`src/rtl/pc_pkg.sv`:
```
// Shared types and constants for the program-counter / branch unit.
package pc_pkg;

    localparam int PC_W      = 10;
    localparam int LUT_DEPTH = 8;
    localparam int RAS_DEPTH = 4;
    localparam int LUT_IDX_W = $clog2(LUT_DEPTH);
    localparam int RAS_PTR_W = $clog2(RAS_DEPTH + 1);

    typedef logic [PC_W-1:0] pc_t;

    // Bit positions inside the sticky error vector
    localparam int ERR_OVF = 0;
    localparam int ERR_UNF = 1;

endpackage

```
`src/rtl/pc_branch_unit_ras.sv`:
```
// Return-address stack: small LIFO, pointer counts occupied entries (0..DEPTH).
module pc_ras
    import pc_pkg::*;
#(
    parameter int DEPTH = RAS_DEPTH,
    parameter int W     = PC_W
) (
    input  logic         clk,
    input  logic         rst_n,
    input  logic         push,
    input  logic         pop,
    input  logic [W-1:0] din,
    output logic         full,
    output logic         empty,
    output logic [W-1:0] top
);

    localparam int PTR_W = $clog2(DEPTH + 1);
    localparam int IDX_W = (DEPTH > 1) ? $clog2(DEPTH) : 1;

    logic [W-1:0]     r_mem [2**IDX_W];
    logic [PTR_W-1:0] r_ptr;
    logic [IDX_W-1:0] w_top_idx;
    logic [IDX_W-1:0] w_wr_idx;

    assign full      = (r_ptr == PTR_W'(DEPTH));
    assign empty     = (r_ptr == '0);
    assign w_top_idx = IDX_W'(r_ptr - PTR_W'(1));
    assign w_wr_idx  = IDX_W'(r_ptr);
    assign top       = empty ? '0 : r_mem[w_top_idx];

    // Pointer and storage update; pop wins if both strobes arrive together
    always_ff @(posedge clk or negedge rst_n) begin
        if (!rst_n) begin
            r_ptr <= '0;
            for (int i = 0; i < 2**IDX_W; i++) r_mem[i] <= '0;
        end else if (pop && !empty) begin
            r_ptr <= r_ptr - PTR_W'(1);
        end else if (push && !full) begin
            r_mem[w_wr_idx] <= din;
            r_ptr           <= r_ptr + PTR_W'(1);
        end
    end

endmodule

```
`src/rtl/pc_branch_unit.sv`:
```
// Fetch program counter with branch-target LUT, call/return stack, stall and sticky halt.
module pc_branch_unit #(
    parameter int          PC_W       = 10,
    parameter int          LUT_DEPTH  = 8,
    parameter int          RAS_DEPTH  = 4,
    parameter int unsigned START_ADDR = 0,
    parameter int unsigned LAST_ADDR  = 2**PC_W - 1
) (
    input  logic                         CLK,
    input  logic                         init_n,
    input  logic                         stall,
    input  logic                         br_en,
    input  logic                         br_uncond,
    input  logic                         br_abs,
    input  logic [$clog2(LUT_DEPTH)-1:0] br_idx,
    input  logic                         EQUAL,
    input  logic                         call,
    input  logic                         ret,
    input  logic                         halt_req,
    input  logic                         lut_we,
    input  logic [$clog2(LUT_DEPTH)-1:0] lut_waddr,
    input  logic [PC_W-1:0]              lut_wdata,
    output logic [PC_W-1:0]              PC,
    output logic                         halt,
    output logic [1:0]                   err
);

    logic [1:0]      r_rst_sync;
    logic            w_rst_n;
    logic [PC_W-1:0] r_pc;
    logic            r_halt;
    logic [1:0]      r_err;
    logic [PC_W-1:0] r_lut [LUT_DEPTH];

    logic [PC_W-1:0] w_lut_rd;
    logic [PC_W-1:0] w_pc_inc;
    logic [PC_W-1:0] w_pc_rel;
    logic            w_taken;
    logic            w_active;
    logic            w_push;
    logic            w_pop;
    logic            w_ras_full;
    logic            w_ras_empty;
    logic [PC_W-1:0] w_ras_top;

    // Reset asserts immediately, releases two CLK edges after init_n rises
    always_ff @(posedge CLK or negedge init_n) begin
        if (!init_n) r_rst_sync <= 2'b00;
        else         r_rst_sync <= {r_rst_sync[0], 1'b1};
    end
    assign w_rst_n = r_rst_sync[1];

    assign w_lut_rd = r_lut[br_idx];
    assign w_pc_inc = r_pc + PC_W'(1);
    // LUT entry is already PC_W wide, so a PC_W-bit add is the sign-extended add mod 2**PC_W
    assign w_pc_rel = r_pc + w_lut_rd;
    assign w_taken  = br_en && (br_uncond || EQUAL);
    assign w_active = !r_halt && !halt_req && !stall;
    assign w_pop    = w_active && ret && !w_ras_empty;
    assign w_push   = w_active && !ret && call && !w_ras_full;

    pc_ras #(
        .DEPTH (RAS_DEPTH),
        .W     (PC_W)
    ) u_ras (
        .clk   (CLK),
        .rst_n (w_rst_n),
        .push  (w_push),
        .pop   (w_pop),
        .din   (w_pc_inc),
        .full  (w_ras_full),
        .empty (w_ras_empty),
        .top   (w_ras_top)
    );

    // Branch-target table: written regardless of stall/halt, new value visible next cycle
    always_ff @(posedge CLK or negedge w_rst_n) begin
        if (!w_rst_n) begin
            for (int i = 0; i < LUT_DEPTH; i++) r_lut[i] <= '0;
        end else if (lut_we) begin
            r_lut[lut_waddr] <= lut_wdata;
        end
    end

    // Next-PC selection in priority order, with sticky halt and error flags
    always_ff @(posedge CLK or negedge w_rst_n) begin
        if (!w_rst_n) begin
            r_pc   <= PC_W'(START_ADDR);
            r_halt <= 1'b0;
            r_err  <= 2'b00;
        end else if (r_halt) begin
            r_pc <= r_pc;
        end else if (halt_req) begin
            r_halt <= 1'b1;
        end else if (stall) begin
            r_pc <= r_pc;
        end else if (ret) begin
            if (w_ras_empty) begin
                r_err[pc_pkg::ERR_UNF] <= 1'b1;
                r_halt                 <= 1'b1;
            end else begin
                r_pc <= w_ras_top;
            end
        end else if (call) begin
            if (w_ras_full) begin
                r_err[pc_pkg::ERR_OVF] <= 1'b1;
                r_halt                 <= 1'b1;
            end else begin
                r_pc <= w_lut_rd;
            end
        end else if (w_taken) begin
            r_pc <= br_abs ? w_lut_rd : w_pc_rel;
        end else if (r_pc == PC_W'(LAST_ADDR)) begin
            r_halt <= 1'b1;
        end else begin
            r_pc <= w_pc_inc;
        end
    end

    assign PC   = r_pc;
    assign halt = r_halt;
    assign err  = r_err;

endmodule

```
`config.mk`:
```
export PLATFORM = sky130hd
export DESIGN_NAME = pc_branch_unit
export DESIGN_NICKNAME = d
export VERILOG_FILES = /design/src/rtl/pc_pkg.sv /design/src/rtl/pc_branch_unit_ras.sv /design/src/rtl/pc_branch_unit.sv
export SDC_FILE = /design/constraint.sdc
export NUM_CORES = 1
export LEC_CHECK = 0
export CORE_MARGIN = 8
export CORE_UTILIZATION = 25
export CTS_BUF_LIST = sky130_fd_sc_hd__clkbuf_2 sky130_fd_sc_hd__clkbuf_4 sky130_fd_sc_hd__clkbuf_8
export CTS_CLUSTER_DIAMETER = 60
export DETAILED_ROUTE_END_ITERATION = 8
export DONT_BUFFER_PORTS = 1
export PLACE_DENSITY_LB_ADDON = 0.25
export SLEW_MARGIN = 20
export SYNTH_ARGS = -nofsm -noshare
export SYNTH_HDL_FRONTEND = slang
export SYNTH_HIERARCHICAL = 1
export SYNTH_SLANG_ARGS = --single-unit
export TNS_END_PERCENT = 5
```
`constraint.sdc`:
```
create_clock -name CLK -period 8.59 [get_ports CLK]
set_clock_uncertainty 0.1 [all_clocks]
set_input_delay 0.859 -clock CLK [delete_from_list [all_inputs] [get_ports CLK]]
set_output_delay 0.859 -clock CLK [all_outputs]
set_load 0.02 [all_outputs]
```
# Yosys cells after proc, flatten, opt, wreduce, memory -nomap -nowiden
# Index checks and enable logic that the tools add are counted.
[word_totals]
input_bits = 27
register_bits = 138
word_cells = 97
output_inout_bits = 13
[op_classes]
n_lt_le_gt_ge = 6
mux = 30
n_reduce_logical = 25
n_bitwise = 9
n_addsub = 4
n_eq_ne = 5
[ops]
columns = ["operator", "n"]
rows = [
  ["10-bit 2-to-1 mux", 13],
  ["80-bit bitwise mux", 1],
  ["40-bit bitwise mux", 1],
  ["10-bit binary-select mux with 3-bit select", 1],
  ["10-bit demux with 3-bit select", 1],
  ["10-bit binary-select mux with 2-bit select", 1],
  ["10-bit demux with 2-bit select", 1],
  ["1-bit logical AND", 12],
  ["6-bit AND reduction", 2],
  ["10-bit by 1-bit adder with 10-bit output (second input constant)", 1],
  ["10-bit adder", 1],
  ["10-bit equality test (second input constant)", 1],
  ["1-bit 2-to-1 mux", 9],
  ["4-bit >= comparator (second input constant)", 2],
  ["3-bit NOT with 4-bit output", 2],
  ["3-bit >= comparator (second input constant)", 2],
  ["1-bit logical NOT", 6],
  ["3-bit 2-to-1 mux", 2],
  ["2-bit NOT with 3-bit output", 2],
  ["1-bit NOT", 5],
  ["5-bit AND reduction", 1],
  ["4-bit by 1-bit < comparator with 1-bit output (second input constant)", 1],
  ["4-bit inequality test (second input constant)", 1],
  ["3-bit by 1-bit adder with 3-bit output (second input constant)", 1],
  ["other kinds (9)", 9],
]

# Depth between registers and ports, before layout
[depth]
word_depth = 9
mapped_depth = 13
mapped_depth_nobuf = 11

# By module
# Netlist, hierarchy kept.
[by_module_without_submodules]
columns = ["mod", "n_inst", "area_each_um2", "seq_area_each_um2", "cells_per_inst"]
rows = [
  ["pc_branch_unit", 1, 5028.6, 2377.3, 385],
  ["pc_ras", 1, 2090.8, 1076.0, 137],
]

# Least setup slack after synthesis
# No wires, ideal clock.
[synth_path]
path_kind = "input -> register"
start = "in br_idx[0]"
end = "reg r_pc[9], in the netlist PC[9]"
arrival_ps = 3670
path_stages = 12
setup_ps = 72
slack_ps = 4749
n_path_buf = 2
required_time_ps = 8418
path_cell_list = "buf_6 > buf_2 > mux4_2 > mux2_2 > ha_1 > a21o_1 > nand4_1 > a211oi_1 > nor3_1 > or4b_1 > and4b_1 > nor2_1"
[synth_via]
elab_chain_len = 9
elab_cells_between_ends = 10
classes_between = "add/sub (1); mux (8); bitwise (1)"
[synth_lines]
columns = ["item", "line_no", "source"]
rows = [
  ["start, declared", "pc_branch_unit.sv:15", "input logic [$clog2(LUT_DEPTH)-1:0] br_idx,"],
  ["3-bit NOT with 4-bit output (not written as such) *", "pc_branch_unit.sv:53", "assign w_lut_rd = r_lut[br_idx];"],
  ["10-bit binary-select mux with 3-bit select *", "pc_branch_unit.sv:53", ""],
  ["10-bit 2-to-1 mux (not written as such) * (2 in a row)", "pc_branch_unit.sv:53", ""],
  ["10-bit adder", "pc_branch_unit.sv:56", "assign w_pc_rel = r_pc + w_lut_rd;"],
  ["10-bit 2-to-1 mux", "pc_branch_unit.sv:112", "r_pc <= br_abs ? w_lut_rd : w_pc_rel;"],
  ["10-bit 2-to-1 mux", "pc_branch_unit.sv:111", "end else if (w_taken) begin"],
  ["10-bit 2-to-1 mux *", "pc_branch_unit.sv:104", "end else if (call) begin"],
  ["10-bit 2-to-1 mux *", "pc_branch_unit.sv:97", "end else if (ret) begin"],
  ["end signal, assigned", "pc_branch_unit.sv:96", "r_pc <= r_pc;"],
  ["end signal, assigned", "pc_branch_unit.sv:112", ""],
  ["end signal, assigned", "pc_branch_unit.sv:116", "r_pc <= w_pc_inc;"],
  ["end, declared", "pc_branch_unit.sv:30", "logic [PC_W-1:0] r_pc;"],
]
# Every way passes the cells marked *; elsewhere a longest branch is shown, timed or not. The select of a mux whose other input is x is not followed.
# A chain may end at the register's enable or synchronous reset.

# Worst setup path after layout
[layout_path]
start = "reg u_ras.r_ptr[0]"
end = "reg u_ras/r_mem[29] in the netlist's numbering"
[layout_via]
elab_chain_len = 6
elab_cells_between_ends = 17
classes_between = "order compare (2); eq/ne (1); mux (3); bitwise (2); reduce/logical (9)"
[layout_lines]
columns = ["item", "line_no", "source"]
rows = [
  ["start, declared", "pc_branch_unit_ras.sv:22", "logic [PTR_W-1:0] r_ptr;"],
  ["start signal, assigned", "pc_branch_unit_ras.sv:38", "r_ptr <= r_ptr - PTR_W'(1);"],
  ["start signal, assigned", "pc_branch_unit_ras.sv:41", "r_ptr <= r_ptr + PTR_W'(1);"],
  ["3-bit logical NOT", "pc_branch_unit_ras.sv:27", "assign empty = (r_ptr == '0);"],
  ["named net w_ras_empty", "pc_branch_unit.sv:43", "logic w_ras_empty;"],
  ["1-bit logical NOT", "pc_branch_unit.sv:59", "assign w_pop = w_active && ret && !w_ras_empty;"],
  ["1-bit logical AND", "pc_branch_unit.sv:59", ""],
  ["named net w_pop", "pc_branch_unit.sv:41", "logic w_pop;"],
  ["1-bit logical AND", "pc_branch_unit_ras.sv:37", "end else if (pop && !empty) begin"],
  ["1-bit NOT (no line)", "n/a", ""],
  ["2-bit AND reduction (no line)", "n/a", ""],
  ["end signal, assigned by index", "pc_branch_unit_ras.sv:40", "r_mem[w_wr_idx] <= din;"],
  ["end, declared", "pc_branch_unit_ras.sv:21", "logic [W-1:0] r_mem [2**IDX_W];"],
]
# The timed path passes the listed nets, and every way through them passes these cells.

==> qor.txt <==
# rows: 61
placer's final routability congestion estimate: 0.754
Mapped Area: 7120 um^2
reg2reg start: u_ras/r_ptr[0]
Die ar.: 34100 um^2
Setup crit start: u_ras/r_ptr[0]
most common cell after layout, fill and taps aside: dfrtp_1
Worst EP arrival: 4.18 ns
placement-stage cell area: 7550 um^2
drt via density: 4.82
Peak VDD IR: 84.8 uV
Worst R2R End: u_ras/r_mem[29]
average size of a mapped cell: 13.6 um^2
global-route wire length before repair: 28200 um
worst-skew pair later-pin latency: 0.44 ns
Fin. Hold Viols: 0
Hold Path Class: reg -> reg
Worst setup SP type: flop
internal power: 0.00120 W
Post-Synthesis Cells: 522
Gate power share: 17.2%
worst reg2reg path depth: 8
n_diodes: 0
# Post-CTS Setup Buffers: 0
Setup crit end: u_ras/r_mem[29]
core area: 27900 um^2
Final ANT Viol Nets: 0
CTS Sinks: 138
RSZ-0062 raised after global routing: false
net switching power: 0.000445 W
main flop type after synthesis: dfrtp_1
slew margin rel.: 33.3%
CTS Root Cell: clkbuf_8
drt pass-1 iters: 4
Synth-to-Final Area Change: 12.0%
register-to-register setup slack: 4.62 ns
routed length per instance: 19.4 um
largest net degree at the start of global routing: 81
initial antenna violation count: 0
CTS resizes: 0
vias in the first global route: 4856
Non-Filler Cell Area, Final: 7980 um^2
crit-path max FO: 16
Synthesis Warnings: 6
WHS: 0.254 ns
Syn Nets: 566
CTS Buf Count: 17
Die X: 185 um
initial drt markers: 255
final period utilization: 46.2%
Synth async-reset ratio: 100%
layout filler cell count: 2888
gr usage total: 10.9%
final setup margin: 4.62 ns
final-report max-slew violation count: 0
Post-Place Cells: 884
outcome: complete, no violations
Final Setup Violations: 0
commonest cells after routing, fill and taps aside: dfrtp_1, mux2_2, mux4_2
Min-Delay Path Depth: 0
final wirelength: 17800 um
Residual DRC: 0
register area share after synthesis: 48.5%
CTS Hold Bufs: 1
grt total ovfl: 0
final cell count without fillers: 916
htree depth: 4
NumNets Final: 570
PD cells: 206 nW/um^2
post-detail-place hpwl: 12400 um
CP Data Required Time: 8.80 ns
sequential group share of total power: 48.6%
die span in y: 185 um
share of cells above drive strength 1: 37.0%
Initial Utilization: 25.5%
setup_tns: 0 ns
CTS tree: built
Bufs on Longest Clock Path: 2
clock power share: 34.2%
via count: 4415
Yosys reg bits: 138
crit path time final: 3.97 ns
Slew @ Worst Pin: 0.998 ns
crit path kind: reg -> reg
Worst-path clk slew: 0.08 ns
static leakage: 3.39 nW
Maximum Capacitance Violations: 0
Setup Slack @ Placement: 4.61 ns
f_max: 0.252 GHz
I/O pin count: 40
Synth cell types: 57
EDFF count, synth: 0
port bufs: 0
Worst setup EP type: flop
sw frac: 27.1%
-- kinds of logic after synthesis --
logic type | synth area share [%]
AOI/OAI and AO/OA | 5.99
buffers and inverters | 1.92
xor gates and xnor gates | 1.97
adders and majority gates | 3.09
DFF | 48.5
and+or+nand+nor | 7.63
muxes | 30.8
other | 0.0527
-- synthesized netlist by cell type, types with 2 or more instances --
cell       number  area share, %
o21ai_1         4           0.28
or3_1           2           0.18
nand3_1         7           0.49
ha_1           16            2.8
xor2_1          5           0.62
nand4b_1        3           0.37
and2_1          7           0.62
nor3_4          4           0.91
mux4_1          8            3.0
dfrtp_1       138             49
and4b_1         2           0.28
a221o_1         2           0.28
a21o_1          3           0.32
inv_1           9           0.47
o21ai_0        13           0.91
and3_1          4           0.35
nand2b_1        4           0.35
nor3_2          2           0.28
nor3b_1         2           0.21
mux2_1          3           0.47
nor3_1          4           0.28
buf_2           4           0.28
a2bb2oi_1       2           0.25
xnor2_1        11            1.4
a21oi_1        14           0.98
clkbuf_1       13           0.69
a211oi_1        2           0.21
o22a_1          2           0.25
a22oi_1         2           0.21
mux4_2         22            7.0
a31oi_1         2           0.18
nor2b_1        11           0.97
o21a_1          3           0.32
nand2_1        20            1.1
buf_6           2           0.32
nand4_1         2           0.18
o22ai_1         7           0.62
nor2_1         13           0.69
buf_1           3           0.16
mux2_2        128             20
-- per-stage QoR --
step | util [%] | power, W
after detailed placement | 27.0 | 0.00110
after global routing | 28.6 | 0.00173
after global placement | 27.0 | 0.00108
final | 28.6 | 0.00164
after CTS | 28.5 | 0.00166
after floorplan | - | 0.00103
-- how the worst min path moves through the flow --
| stage | end | slack (ns) | start |
|---|---|---|---|
| 3_5_place_dp | r_rst_sync[1] | 0.24 | r_rst_sync[0] |
| 5_1_grt | r_rst_sync[1] | 0.26 | r_rst_sync[0] |
| 6_report | r_rst_sync[1] | 0.25 | r_rst_sync[0] |
| 3_3_place_gp | r_rst_sync[1] | 0.24 | r_rst_sync[0] |
| 4_1_cts | r_rst_sync[1] | 0.26 | r_rst_sync[0] |
| 2_1_floorplan | r_rst_sync[1] | 0.23 | r_rst_sync[0] |
-- registers in the layout, summed over array words and instances, names as in the netlist --
name,flops
PC,10
u_ras/r_mem,40
err,2
halt,1
r_rst_sync,2
r_lut,80
u_ras/r_ptr,3
-- worst max-delay path, cell delays in order, from the launching register on --
cell      delay, ns
dfrtp_1        0.90
inv_1          0.22
ha_1           0.28
ha_1           0.43
nand2b_1       0.26
nor2_1         0.19
nor2b_1        0.83
nor3_4         0.24
mux2_1         0.39
-- layout make-up --
| type | count | area (um^2) | share of cell area [%] |
|---|---|---|---|
| Tap cell | 378 | 473 | 5.93 |
| Multi-Input combinational cell | 353 | 3540 | 44.4 |
| Clock inverter | 13 | 166 | 2.09 |
| Clock buffer | 18 | 248 | 3.11 |
| Timing Repair Buffer | 7 | 58.8 | 0.737 |
| Inverter | 9 | 33.8 | 0.424 |
| Sequential cell | 138 | 3460 | 43.3 |
-- layer usage --
metal | track usage, % | share of wire (%) | up-vias
met5 | 0 | 0 | -
met4 | 3.27 | 1.4 | 0
met3 | 3.05 | 5.0 | 17
met2 | 18.1 | 49 | 88
met1 | 13.5 | 44 | 2340
li1 | - | - | 1970
-- power by group through the flow --
stage               Sequential [W]  Clock [W]  Combinational, W
floorplan                 0.000793          0          0.000235
global placement          0.000804          0          0.000273
detailed placement        0.000813          0          0.000284
CTS                       0.000800   0.000577          0.000285
global route              0.000812   0.000608          0.000308
finish                    0.000798   0.000560          0.000282
Power figures use the tool's default switching activity.
==> RTL change, RTL diff (config.mk and constraints unchanged) <==
`RAS_DEPTH` is set to 4 in 2 places; all go to 8.
--- a/src/rtl/pc_pkg.sv
+++ b/src/rtl/pc_pkg.sv
@@ -3,7 +3,7 @@
 
     localparam int PC_W      = 10;
     localparam int LUT_DEPTH = 8;
-    localparam int RAS_DEPTH = 4;
+    localparam int RAS_DEPTH = 8;
     localparam int LUT_IDX_W = $clog2(LUT_DEPTH);
     localparam int RAS_PTR_W = $clog2(RAS_DEPTH + 1);
 
--- a/src/rtl/pc_branch_unit.sv
+++ b/src/rtl/pc_branch_unit.sv
@@ -2,7 +2,7 @@
 module pc_branch_unit #(
     parameter int          PC_W       = 10,
     parameter int          LUT_DEPTH  = 8,
-    parameter int          RAS_DEPTH  = 4,
+    parameter int          RAS_DEPTH  = 8,
     parameter int unsigned START_ADDR = 0,
     parameter int unsigned LAST_ADDR  = 2**PC_W - 1
 ) (
Function: no difference found for any inputs over 4 cycles, from zero or initial values; that may be too few to reach the edited logic, so the function may still have changed.
==> RTL change against the original RTL <==
- via count grew 23%
- worst setup slack got worse by 0.20 ns
- wire length up 26%
- sequential cell count is 41 higher
- first-iteration DRC count rose by 5.1%
- synthesized area up 27%
- final area is 25% higher
- power grew 16%
- critical path depth rose by 1
==> RTL change: results (changes against the original RTL) <==
[detailed_routing]
wire_per_inst_microns = 19.8  ; +2.4%
met2_length_mm = 10.7  ; +22%
drtIter0Drc = 268  ; +5.1%
dr_total_vias = 5414  ; +23%
drt-met1-wl_mm = 10.5  ; +34%

[power]
p_comb_mw = 0.291  ; +3%
vdd_ir_drop_max_mv = 0.125  ; +48%
p_sw_share_pct = 25.6  ; -1.5 points
p_leak_nw = 4.35  ; +28%
power_clock_mw = 0.631  ; +13%

[clock_tree]
clkTransAtPathRegs_ns = 0.10  ; +0.02 ns
clk_latency_ns = 0.48  ; +0.04 ns

[global_routing]
grt_usage_pct = 11.0  ; +0.15 points
grt_pass1_wl_mm = 35.1  ; +25%
grt_util_met3_pct = 3.26  ; +0.21 points
grt_use_met1_pct = 14.5  ; +0.96 points
grt_max_degree = 70  ; -14%

[sta]
hold_slack_ns = 0.259  ; +0.00466 ns
slew_headroom_pct = 28.0  ; -5.3 points

[critical_path]
cp.arrival_ns = 4.44  ; +0.26 ns
startpoint = u_ras/r_ptr[1]
rr_worst_depth = 9  ; +1
cp_max_fo = 12  ; -4

[final_layout]
fin_cells = 1131  ; +23%
nFillCells = 3686  ; +28%
syn2layout_area_growth_pct = 10.6

[placement]
place_area_sq_um = 9520  ; +26%
place_hpwl_mm = 15.3  ; +23%

[yosys]
syn-num-nets = 701  ; +24%
yosysUniqueCellTypes = 59  ; +3.5%

[status]
status = finished clean

==> RTL change: worst max-delay path: stages (launching register included) <==
cell and delay [ns]:
dfrtp_1 0.52, clkinv_1 0.26, ha_1 0.35, nand3b_1 0.15
inv_1 0.17, nor4_1 0.85, inv_1 0.22, a2111oi_4 0.49
and3_1 0.54, mux2_2 0.39
==> RTL change: final cells by class <==
cell class	count	area share (%)
flip-flops and latches	179	45.0
multi-input cells	439	43.8
well taps	461	5.79
clock buffers	24	3.06
clock inverters	8	1.26
repair buffers	9	0.703
inverters	11	0.414
==> RTL change: cells by family (layout without fill, tap and decap cells) <==
family	count (synthesis)	count (layout)	synth area share [%]
mux	213	213	32.0
flops	179	179	49.7
simple gates	104	104	6.28
compound gates	92	92	6.43
buf+inv	43	52	2.08
xor+xnor	16	16	1.56
fa+ha+maj	13	13	1.89
other cells	1	1	0.0416
